[src/rtl/uart_host_pkg.sv]
// Shared definitions for the RAM loader host: opcodes, status code and FSM states.
// Used by uart_host and uart_host_word; optional response timeout is enabled by UART_HOST_TIMEOUT_EN.
package uart_host_pkg;

   localparam logic [7:0] OP_IRAM_WR  = 8'h01;
   localparam logic [7:0] OP_IRAM_RD  = 8'h02;
   localparam logic [7:0] OP_DRAM_WR  = 8'h03;
   localparam logic [7:0] OP_DRAM_RD  = 8'h04;
   localparam logic [7:0] OP_CPU_RUN  = 8'h05;
   localparam logic [7:0] OP_CPU_HALT = 8'h06;

   localparam logic [7:0] STATUS_OK = 8'h00;

   localparam int unsigned WORD_BYTES = 4;

   typedef enum logic [2:0] {
      IDLE,
      SEND_OP,
      SEND_ADDR,
      SEND_LEN,
      SEND_DATA,
      RECV_DATA,
      RECV_ACK
   } state_e;

   function automatic logic op_is_valid(input logic [7:0] op);
      return (op >= OP_IRAM_WR) && (op <= OP_CPU_HALT);
   endfunction

   // Run/halt carry no address, length or payload.
   function automatic logic op_is_ctrl(input logic [7:0] op);
      return (op == OP_CPU_RUN) || (op == OP_CPU_HALT);
   endfunction

   function automatic logic op_is_write(input logic [7:0] op);
      return (op == OP_IRAM_WR) || (op == OP_DRAM_WR);
   endfunction

endpackage

[src/rtl/uart_host_word.sv]
// Four-byte word serializer/deserializer: load a word and shift bytes out LSB first,
// or pack received bytes LSB first into a word.
module uart_host_word
   import uart_host_pkg::*;
#(
   parameter int XLEN = 32
) (
   input  logic            clk_i,
   input  logic            rst_n_i,
   input  logic            clr_i,
   input  logic            load_i,
   input  logic [XLEN-1:0] load_data_i,
   input  logic            shift_i,
   input  logic            pack_i,
   input  logic [7:0]      pack_byte_i,
   output logic [7:0]      byte_o,
   output logic [XLEN-1:0] word_o,
   output logic            empty_o,
   output logic            shift_last_o,
   output logic            pack_last_o
);

   localparam logic [2:0] FULL_CNT = 3'(WORD_BYTES);

   logic [XLEN-1:0] data_q, data_d;
   logic [2:0]      cnt_q, cnt_d;

   // cnt counts bytes still to send when shifting, bytes collected when packing.
   always_comb begin
      data_d = data_q;
      cnt_d  = cnt_q;
      if (clr_i) begin
         cnt_d = 3'd0;
      end else if (load_i) begin
         data_d = load_data_i;
         cnt_d  = FULL_CNT;
      end else if (shift_i) begin
         data_d = {8'h00, data_q[XLEN-1:8]};
         cnt_d  = cnt_q - 3'd1;
      end else if (pack_i) begin
         data_d = {pack_byte_i, data_q[XLEN-1:8]};
         cnt_d  = (cnt_q == FULL_CNT - 3'd1) ? 3'd0 : cnt_q + 3'd1;
      end
   end

   always_ff @(posedge clk_i) begin
      if (!rst_n_i) begin
         data_q <= '0;
         cnt_q  <= 3'd0;
      end else begin
         data_q <= data_d;
         cnt_q  <= cnt_d;
      end
   end

   assign byte_o       = data_q[7:0];
   assign word_o       = data_q;
   assign empty_o      = (cnt_q == 3'd0);
   assign shift_last_o = (cnt_q == 3'd1);
   assign pack_last_o  = (cnt_q == FULL_CNT - 3'd1);

endmodule

[src/rtl/uart_host.sv]
// Host-side initiator of the RAM loader byte protocol (op, addr, len, payload, status).
// Define UART_HOST_TIMEOUT_EN to bound the wait for responder bytes by TIMEOUT_CYC cycles.
module uart_host
   import uart_host_pkg::*;
#(
   parameter int          XLEN        = 32,
   parameter logic [31:0] TIMEOUT_CYC = 32'd1_000_000
) (
   input  logic            clk_i,
   input  logic            rst_n_i,
   input  logic [7:0]      cmd_op_i,
   input  logic [XLEN-1:0] cmd_addr_i,
   input  logic [XLEN-1:0] cmd_len_i,
   input  logic            cmd_vld_i,
   output logic            cmd_rdy_o,
   input  logic [XLEN-1:0] wr_data_i,
   input  logic            wr_data_vld_i,
   output logic            wr_data_rdy_o,
   output logic [XLEN-1:0] rd_data_o,
   output logic            rd_data_vld_o,
   output logic [7:0]      uart_tx_data_o,
   output logic            uart_tx_data_vld_o,
   input  logic            uart_tx_data_rdy_i,
   input  logic [7:0]      uart_rx_data_i,
   input  logic            uart_rx_data_vld_i,
   output logic            uart_rx_data_rdy_o,
   output logic            busy_o,
   output logic            done_o,
   output logic            err_o
);

   localparam logic [XLEN-1:0] ONE = XLEN'(1);

   state_e          state_q, state_d;
   logic [7:0]      op_q, op_d;
   logic [XLEN-1:0] addr_q, addr_d;
   logic [XLEN-1:0] len_q, len_d;
   logic [XLEN-1:0] word_cnt_q, word_cnt_d;
   logic [1:0]      byte_idx_q, byte_idx_d;
   logic            done_q, done_d;
   logic            err_q, err_d;
   logic            rd_vld_q, rd_vld_d;

   logic            cmd_rdy, wr_rdy, tx_vld, rx_rdy;
   logic [7:0]      tx_data;

   logic            w_clr, w_load, w_shift, w_pack;
   logic [7:0]      w_byte;
   logic [XLEN-1:0] w_word;
   logic            w_empty, w_shift_last, w_pack_last;

   logic [7:0]      addr_byte [0:WORD_BYTES-1];
   logic [7:0]      len_byte  [0:WORD_BYTES-1];

   for (genvar gi = 0; gi < WORD_BYTES; gi++) begin : g_field_bytes
      assign addr_byte[gi] = addr_q[gi*8 +: 8];
      assign len_byte[gi]  = len_q[gi*8 +: 8];
   end

`ifdef UART_HOST_TIMEOUT_EN
   logic [31:0] tmo_cnt_q, tmo_cnt_d;
`else
   logic unused_timeout_cfg;
   assign unused_timeout_cfg = ^TIMEOUT_CYC;
`endif

   always_comb begin
      state_d    = state_q;
      op_d       = op_q;
      addr_d     = addr_q;
      len_d      = len_q;
      word_cnt_d = word_cnt_q;
      byte_idx_d = byte_idx_q;
      done_d     = 1'b0;
      err_d      = err_q;
      rd_vld_d   = 1'b0;
      w_clr      = 1'b0;
      w_load     = 1'b0;
      w_shift    = 1'b0;
      w_pack     = 1'b0;
      cmd_rdy    = 1'b0;
      wr_rdy     = 1'b0;
      tx_vld     = 1'b0;
      tx_data    = 8'h00;
      rx_rdy     = 1'b0;
`ifdef UART_HOST_TIMEOUT_EN
      tmo_cnt_d  = 32'd0;
`endif

      case (state_q)
         IDLE: begin
            cmd_rdy = 1'b1;
            if (cmd_vld_i) begin
               op_d       = cmd_op_i;
               addr_d     = cmd_addr_i;
               len_d      = cmd_len_i;
               word_cnt_d = cmd_len_i;
               byte_idx_d = 2'd0;
               err_d      = 1'b0;
               w_clr      = 1'b1;
               state_d    = SEND_OP;
            end
         end
         SEND_OP: begin
            // Unknown opcodes are rejected here so nothing reaches the wire.
            if (!op_is_valid(op_q)) begin
               err_d   = 1'b1;
               state_d = IDLE;
            end else begin
               tx_vld  = 1'b1;
               tx_data = op_q;
               if (uart_tx_data_rdy_i) begin
                  if (op_is_ctrl(op_q)) begin
                     done_d  = 1'b1;
                     state_d = IDLE;
                  end else begin
                     state_d = SEND_ADDR;
                  end
               end
            end
         end
         SEND_ADDR: begin
            tx_vld  = 1'b1;
            tx_data = addr_byte[byte_idx_q];
            if (uart_tx_data_rdy_i) begin
               byte_idx_d = byte_idx_q + 2'd1;
               if (byte_idx_q == 2'd3) begin
                  state_d = SEND_LEN;
               end
            end
         end
         SEND_LEN: begin
            tx_vld  = 1'b1;
            tx_data = len_byte[byte_idx_q];
            if (uart_tx_data_rdy_i) begin
               byte_idx_d = byte_idx_q + 2'd1;
               if (byte_idx_q == 2'd3) begin
                  if (len_q == '0)            state_d = RECV_ACK;
                  else if (op_is_write(op_q)) state_d = SEND_DATA;
                  else                        state_d = RECV_DATA;
               end
            end
         end
         SEND_DATA: begin
            if (w_empty) begin
               wr_rdy = wr_data_vld_i;
               w_load = wr_data_vld_i;
            end else begin
               tx_vld  = 1'b1;
               tx_data = w_byte;
               if (uart_tx_data_rdy_i) begin
                  w_shift = 1'b1;
                  if (w_shift_last) begin
                     word_cnt_d = word_cnt_q - ONE;
                     if (word_cnt_q == ONE) state_d = RECV_ACK;
                  end
               end
            end
         end
         RECV_DATA: begin
            rx_rdy = 1'b1;
            if (uart_rx_data_vld_i) begin
               w_pack = 1'b1;
               if (w_pack_last) begin
                  rd_vld_d   = 1'b1;
                  word_cnt_d = word_cnt_q - ONE;
                  if (word_cnt_q == ONE) state_d = RECV_ACK;
               end
            end
         end
         RECV_ACK: begin
            rx_rdy = 1'b1;
            if (uart_rx_data_vld_i) begin
               done_d  = 1'b1;
               state_d = IDLE;
               if (uart_rx_data_i != STATUS_OK) err_d = 1'b1;
            end
         end
         default: state_d = IDLE;
      endcase

`ifdef UART_HOST_TIMEOUT_EN
      // Counts consecutive idle cycles while waiting on the responder.
      if ((state_q == RECV_DATA || state_q == RECV_ACK) && !uart_rx_data_vld_i) begin
         if (tmo_cnt_q == TIMEOUT_CYC - 32'd1) begin
            err_d   = 1'b1;
            done_d  = 1'b1;
            state_d = IDLE;
         end else begin
            tmo_cnt_d = tmo_cnt_q + 32'd1;
         end
      end
`endif
   end

   always_ff @(posedge clk_i) begin
      if (!rst_n_i) begin
         state_q    <= IDLE;
         op_q       <= 8'h00;
         addr_q     <= '0;
         len_q      <= '0;
         word_cnt_q <= '0;
         byte_idx_q <= 2'd0;
         done_q     <= 1'b0;
         err_q      <= 1'b0;
         rd_vld_q   <= 1'b0;
      end else begin
         state_q    <= state_d;
         op_q       <= op_d;
         addr_q     <= addr_d;
         len_q      <= len_d;
         word_cnt_q <= word_cnt_d;
         byte_idx_q <= byte_idx_d;
         done_q     <= done_d;
         err_q      <= err_d;
         rd_vld_q   <= rd_vld_d;
      end
   end

`ifdef UART_HOST_TIMEOUT_EN
   always_ff @(posedge clk_i) begin
      if (!rst_n_i) tmo_cnt_q <= 32'd0;
      else          tmo_cnt_q <= tmo_cnt_d;
   end
`endif

   uart_host_word #(
      .XLEN (XLEN)
   ) u_word (
      .clk_i        (clk_i),
      .rst_n_i      (rst_n_i),
      .clr_i        (w_clr),
      .load_i       (w_load),
      .load_data_i  (wr_data_i),
      .shift_i      (w_shift),
      .pack_i       (w_pack),
      .pack_byte_i  (uart_rx_data_i),
      .byte_o       (w_byte),
      .word_o       (w_word),
      .empty_o      (w_empty),
      .shift_last_o (w_shift_last),
      .pack_last_o  (w_pack_last)
   );

   assign cmd_rdy_o          = cmd_rdy;
   assign wr_data_rdy_o      = wr_rdy;
   assign rd_data_o          = w_word;
   assign rd_data_vld_o      = rd_vld_q;
   assign uart_tx_data_o     = tx_data;
   assign uart_tx_data_vld_o = tx_vld;
   assign uart_rx_data_rdy_o = rx_rdy;
   // busy covers the done cycle, which is spent back in IDLE.
   assign busy_o             = (state_q != IDLE) || done_q;
   assign done_o             = done_q;
   assign err_o              = err_q;

endmodule

[config.mk]
export PLATFORM = sky130hd
export DESIGN_NAME = uart_host
export DESIGN_NICKNAME = d
export VERILOG_FILES = /design/src/rtl/uart_host_pkg.sv /design/src/rtl/uart_host_word.sv /design/src/rtl/uart_host.sv
export SDC_FILE = /design/constraint.sdc
export NUM_CORES = 1
export LEC_CHECK = 0
export CORE_MARGIN = 2
export CORE_UTILIZATION = 30
export CTS_CLUSTER_SIZE = 28
export DETAILED_ROUTE_END_ITERATION = 10
export MAX_ROUTING_LAYER = met4
export PLACE_DENSITY = 0.51
export SYNTH_ARGS = -nofsm -noshare
export SYNTH_HDL_FRONTEND = slang
export SYNTH_SLANG_ARGS = --single-unit
[constraint.sdc]
create_clock -name clk_i -period 3 [get_ports clk_i]
set_input_delay 0.6 -clock clk_i [delete_from_list [all_inputs] [get_ports clk_i]]
set_output_delay 0.6 -clock clk_i [all_outputs]
set_load 0.05 [all_outputs]
-- Word-level counts from Yosys, hierarchy flattened
Cells that the tools add are included.
- register bits after elaboration: 147
- input port bits: 118
- output and inout port bits: 48
- word-level logic and storage cells: 144
- $add $sub $neg: 4
- magnitude comparators: 3
- eq/ne operators: 29
- mux-type cells: 68
- bitwise gates (word level): 3
- reduce and logical (&&, ||, !) cells: 25
- operators with widths (kind ; count):
    2-to-1 mux 32 bit ; 9
    one-hot mux 32 bit (3 select lines) ; 1
    2-to-1 mux 3 bit ; 18
    2-to-1 mux 8 bit ; 6
    binary-select mux 8 bit (select 2 bit) ; 2
    equality test 32 x 1 -> 1 bit (second input constant) ; 1
    logical NOT 32 bit ; 1
    one-hot mux 8 bit (4 select lines) ; 1
    subtractor 32 x 1 -> 32 bit (second input constant) ; 1
    2-to-1 mux 1 bit ; 22
    inequality test 2 bit (second input constant) ; 11
    one-hot mux 3 bit (7 select lines) ; 1
    equality test 8 x 3 -> 1 bit (second input constant) ; 2
    AND reduction 12 bit ; 1
    nonzero test 3 bit ; 4
    equality test 3 x 2 -> 1 bit (second input constant) ; 3
    equality test 3 bit (second input constant) ; 3
    equality test 8 x 1 -> 1 bit (second input constant) ; 1
    equality test 8 x 2 -> 1 bit (second input constant) ; 1
    >= comparator 8 x 1 -> 1 bit (second input constant) ; 1
    <= comparator 8 x 3 -> 1 bit (second input constant) ; 1
    2-to-1 mux 2 bit ; 4
    nonzero test 8 bit ; 1
    AND reduction 7 bit ; 1
    22 further kinds ; 35

-- Logic depth before layout (Yosys ltp)
- depth in word-level cells: 7
- depth in mapped cells: 9
- depth with buffers taken out: 7

-- Hierarchy
A second synthesis with hierarchy kept.
- cells, all modules: 943
- area total of the unflattened synthesis: 7631.1 µm²
- by module, submodules not included (module ; instances ; cells each ; area an instance (µm²) ; sequential area each (µm²)):
    uart_host ; 1 ; 730 ; 5689.2 ; 2242.2
    uart_host_word ; 1 ; 213 ; 1941.9 ; 700.7

-- Least setup slack after synthesis
OpenSTA, ideal clock, no wires.
- kind: reg-to-output
- start point: register state_q[2]
- end point: output port busy_o
- arrival time: 2.386 ns
- required time: 2.400 ns
- slack: 0.014 ns
- stages on the path, launching flop included: 4
- buffers on the path: 1
- cells stage by stage: dfxtp_1 -> clkbuf_1 -> nor3_1 -> nand2b_1
- longest elaborated chain between the ends: 2
- RTL lines (element ; RTL line ; text):
    start, declared ; uart_host.sv:34 ; state_e state_q, state_d;
    start signal, assigned ; uart_host.sv:208 ; state_q <= state_d;
    nonzero test 3 bit ; uart_host.sv:253 ; assign busy_o = (state_q != IDLE) || done_q;
    logical OR 1 bit ; uart_host.sv:253 ;
    end, declared ; uart_host.sv:27 ; output logic busy_o,
Every way passes these cells.

-- Final worst setup path
- start point: register state_q[1]
- end point: output port uart_tx_data_o[0]
- longest elaborated chain between the ends: 2
- elaborated cells on any way between the ends: 5
- classes of those cells: eq/ne: 4; mux: 1
- RTL lines (element ; RTL line ; text):
    equality test 3 bit, or another cell as far along ; uart_host.sv:90 ; case (state_q)
    one-hot mux 8 bit (4 select lines) * ; uart_host.sv:90 ;
    end, declared ; uart_host.sv:21 ; output logic [7:0] uart_tx_data_o,
Mark *: on every way between the ends. The rest lies on a longest branch, timed or not.

==> results.cfg <==
[sta]
setup_ws_ns = 0.130
finalSetupViolations = 0
fin_tns_setup_ns = 0
slew-limit-headroom_pct = 55.7
tightest_slew_ns = 0.665
grt_setup_unrepaired = no
drv_slew = 0
period_needed_ns = 2.87
fin_crit_sh_pct = 95.7
clock_skew_ns = 0.0183
hold_viol_final = 0
max_freq_mhz = 348

[worst_setup_path]
max_stage_delay_ns = 0.53
cp.buffers_inverters = 2
worstPathCellList = or3b_2, nor4_4, buf_4, a22oi_1, nand2_1, buf_12
worstPathArrival_ns = 2.27
critPathSlowestCell = or3b_2
crit_fanout = 9
cp_top_family = simple AND/OR/NAND/NOR gates
critPathCaptureType = output pin
crit_required_ns = 2.40
start_kind = flop
path_class = flop to output pin

[clock_network]
cts_buffers = 17
clk-insertion-delay-late_ns = 0.43
htreeDepth = 4
clockBufferDepth = 2
clkTransAtPathRegs_ns = 0.06
cts_tree = done
cts_num_sinks = 147
cts_root_buffer = clkbuf_16

[cells_and_area]
multi_input_area_um2 = 4170
fin_nets = 1223
regArea_um2 = 2950
nFillCells = 2535
syn_to_final_growth_pct = 36.8
diodes = 0
drive_gt1_share_pct = 12.5

[yosys]
synth-async-reset-ratio_pct = 0
yosys.area.top_type = dfxtp_1
synth_flop_cell = dfxtp_1
ys_top_cells_by_area = dfxtp_1, nand2_1, a21oi_1
synth_fp_nets = 1073
yosysWarnings = 0
ys_ff_latch = 147
ys_types = 71
avgSynthCellArea_um2 = 7.90
syn_inst = 948
syn-cell-area_um2 = 7480
synth_edf_count = 0
synth_top_area_share_pct = 39.3
seq_area_frac_synth_pct = 39.3

[global_route]
grt_pass1_vias = 7085
overflow = 0
grt_pass1_wl_um = 39700
antenna_found_initial = 0
globalRouteTotalUtil_pct = 19.8
grt_max_degree = 59

[die]
design.die.area_um2 = 26200
die_h_um = 162
core_area_um2 = 24400
std_cell_rows = 57
initial_core_util_pct = 30.7
num_io_pins = 166
die_w_um = 162

[route]
dr.pass1.iters = 7
drt_wl_total_um = 25700
wl_per_cell_um = 17.9
vias_per_cell = 5.23
drc = 0
drt-initial-drc-count = 554
antenna_left = 0
vias = 7508

[place]
dp_hpwl_um = 18900
place_congestion = 0.856
dp_slack_ns = 0.245
port_buffers = 165

[min_path]
worstHoldPathType = flop to flop

[pwr]
power_leakage_uw = 0.00359
vdd_ir_drop_max_mv = 0.322
p_per_area_nw_per_um2 = 819

[status]
status = complete, no violations

[job]
max-cap-violations = 0
worst paths after layout:
path	startpoint	to	slack, ns	depth (start not counted)
hold reg to reg	err_o$_SDFFE_PN0P_	err_o$_SDFFE_PN0P_	0.45	2
hold / removal	err_o$_SDFFE_PN0P_	err_o$_SDFFE_PN0P_	0.45	2
setup reg to reg	state_q[1]$_SDFFE_PN0P_	word_cnt_q[6]$_SDFFE_PN0P_	0.56	8
setup / recovery	state_q[1]$_SDFFE_PN0P_	uart_tx_data_o[0]	0.13	6
area by class of cell:
| class | count | share of cell area (%) |
|---|---|---|
| Multi-Input combinational cell | 712 | 40.7 |
| Sequential cell | 147 | 28.8 |
| Timing Repair Buffer | 207 | 20.2 |
| Clock buffer | 20 | 4.46 |
| Tap cell | 324 | 3.96 |
| Clock inverter | 12 | 1.44 |
| Inverter | 13 | 0.501 |
cell usage in the layout (no fill, tap or decap), types with 7 or more instances in the layout:
cell type / synthesis / final
dfxtp_1: 147 / 145
ha_1: 7 / 7
a31oi_1: 7 / 7
a311oi_1: 25 / 25
buf_4: 0 / 43
clkdlybuf4s50_1: 0 / 154
o211ai_1: 7 / 7
buf_12: 0 / 10
nor4_1: 15 / 15
mux4_2: 16 / 16
mux2_2: 10 / 10
nor2_1: 56 / 55
nand4_1: 12 / 12
a21oi_1: 116 / 116
clkbuf_16: 0 / 17
o21ai_0: 26 / 26
nand2_1: 245 / 244
nor3_1: 18 / 17
nand3_1: 27 / 27
a22oi_1: 12 / 12
inv_1: 12 / 11
state kept, by name, indices dropped and copies added, names as in the netlist, 2 cells and up:
| register | count |
|---|---|
| addr_q | 32 |
| byte_idx_q | 2 |
| len_q | 32 |
| op_q | 8 |
| state_q | 3 |
| u_word.cnt_q | 3 |
| u_word.word_o | 32 |
| word_cnt_q | 32 |
through the flow:
step	hold slack [ns]	cells	power [uW]	cell area, um2	utilization, %
2_1_floorplan	0.433	948	4900	7480	-
3_3_place_gp	0.438	1402	6190	9610	39.4
3_5_place_dp	0.439	1402	6200	9610	39.4
4_1_cts	0.449	1434	8410	10200	41.9
5_1_grt	0.476	1435	8890	10200	42.0
6_report	0.445	1435	8380	10200	42.0
tightest hold or removal path: cells and delay by family, from the launching register on:
kind,cells,cell delay [ns]
AOI/OAI and AO/OA,1,0.05
DFF,1,0.31
buffers and inverters,1,0.04
synthesized netlist by cell type, types with 3 or more instances:
| library cell | n |
|---|---|
| a21boi_0 | 4 |
| and2_1 | 6 |
| nand3b_1 | 3 |
| mux2_2 | 10 |
| or2_2 | 4 |
| ha_1 | 7 |
| nor2b_1 | 5 |
| clkbuf_1 | 58 |
| o221ai_1 | 3 |
| mux4_2 | 16 |
| o21ai_0 | 26 |
| nand2_1 | 245 |
| buf_2 | 3 |
| nand3_1 | 27 |
| a311oi_1 | 25 |
| o221a_2 | 4 |
| a22oi_1 | 12 |
| nor3_1 | 18 |
| a32o_1 | 5 |
| nand2b_1 | 4 |
| nor2_1 | 56 |
| o22ai_1 | 3 |
| a21oi_1 | 116 |
| nor3b_1 | 3 |
| and3_1 | 3 |
| o211ai_1 | 7 |
| inv_1 | 12 |
| buf_1 | 9 |
| nand4_1 | 12 |
| o41ai_1 | 3 |
| o31ai_1 | 5 |
| a32oi_1 | 3 |
| or4_1 | 5 |
| a211oi_1 | 5 |
| clkbuf_8 | 5 |
| nor4_1 | 15 |
| a31oi_1 | 7 |
| o211a_1 | 4 |
| dfxtp_1 | 147 |
per-layer routing:
metal | track usage (%) | share of wire [%] | vias up
met5 | - | 0 | -
met4 | 5.95 | 1.8 | 0
met3 | 2.86 | 5.0 | 27
met2 | 29.8 | 45 | 217
met1 | 27.6 | 48 | 3556
li1 | - | - | 3708
report_power, final:
| group | switching (uW) | leakage, uW | internal [uW] |
|---|---|---|---|
| sequential | 373 | 0.00120 | 2320 |
| clock | 910 | 0.000289 | 1290 |
| combinational | 2070 | 0.00210 | 1430 |
logic make-up after synthesis:
family / after synthesis / share of synthesized area [%]
compound gates: 249 / 21.5
xor+xnor: 2 / 0.234
fa+ha+maj: 7 / 1.17
buf+inv: 89 / 5.28
flops: 147 / 39.3
mux: 28 / 6.59
simple gates: 426 / 25.9
what timing repair did:
action / CTS / global route
hold buffers: 0 / 0
setup endpoints to repair: 1 / 10
resized for setup: 1 / 4
setup buffers: 0 / 1
pin swaps: 0 / 1
(Power assumes the default switching activity.)
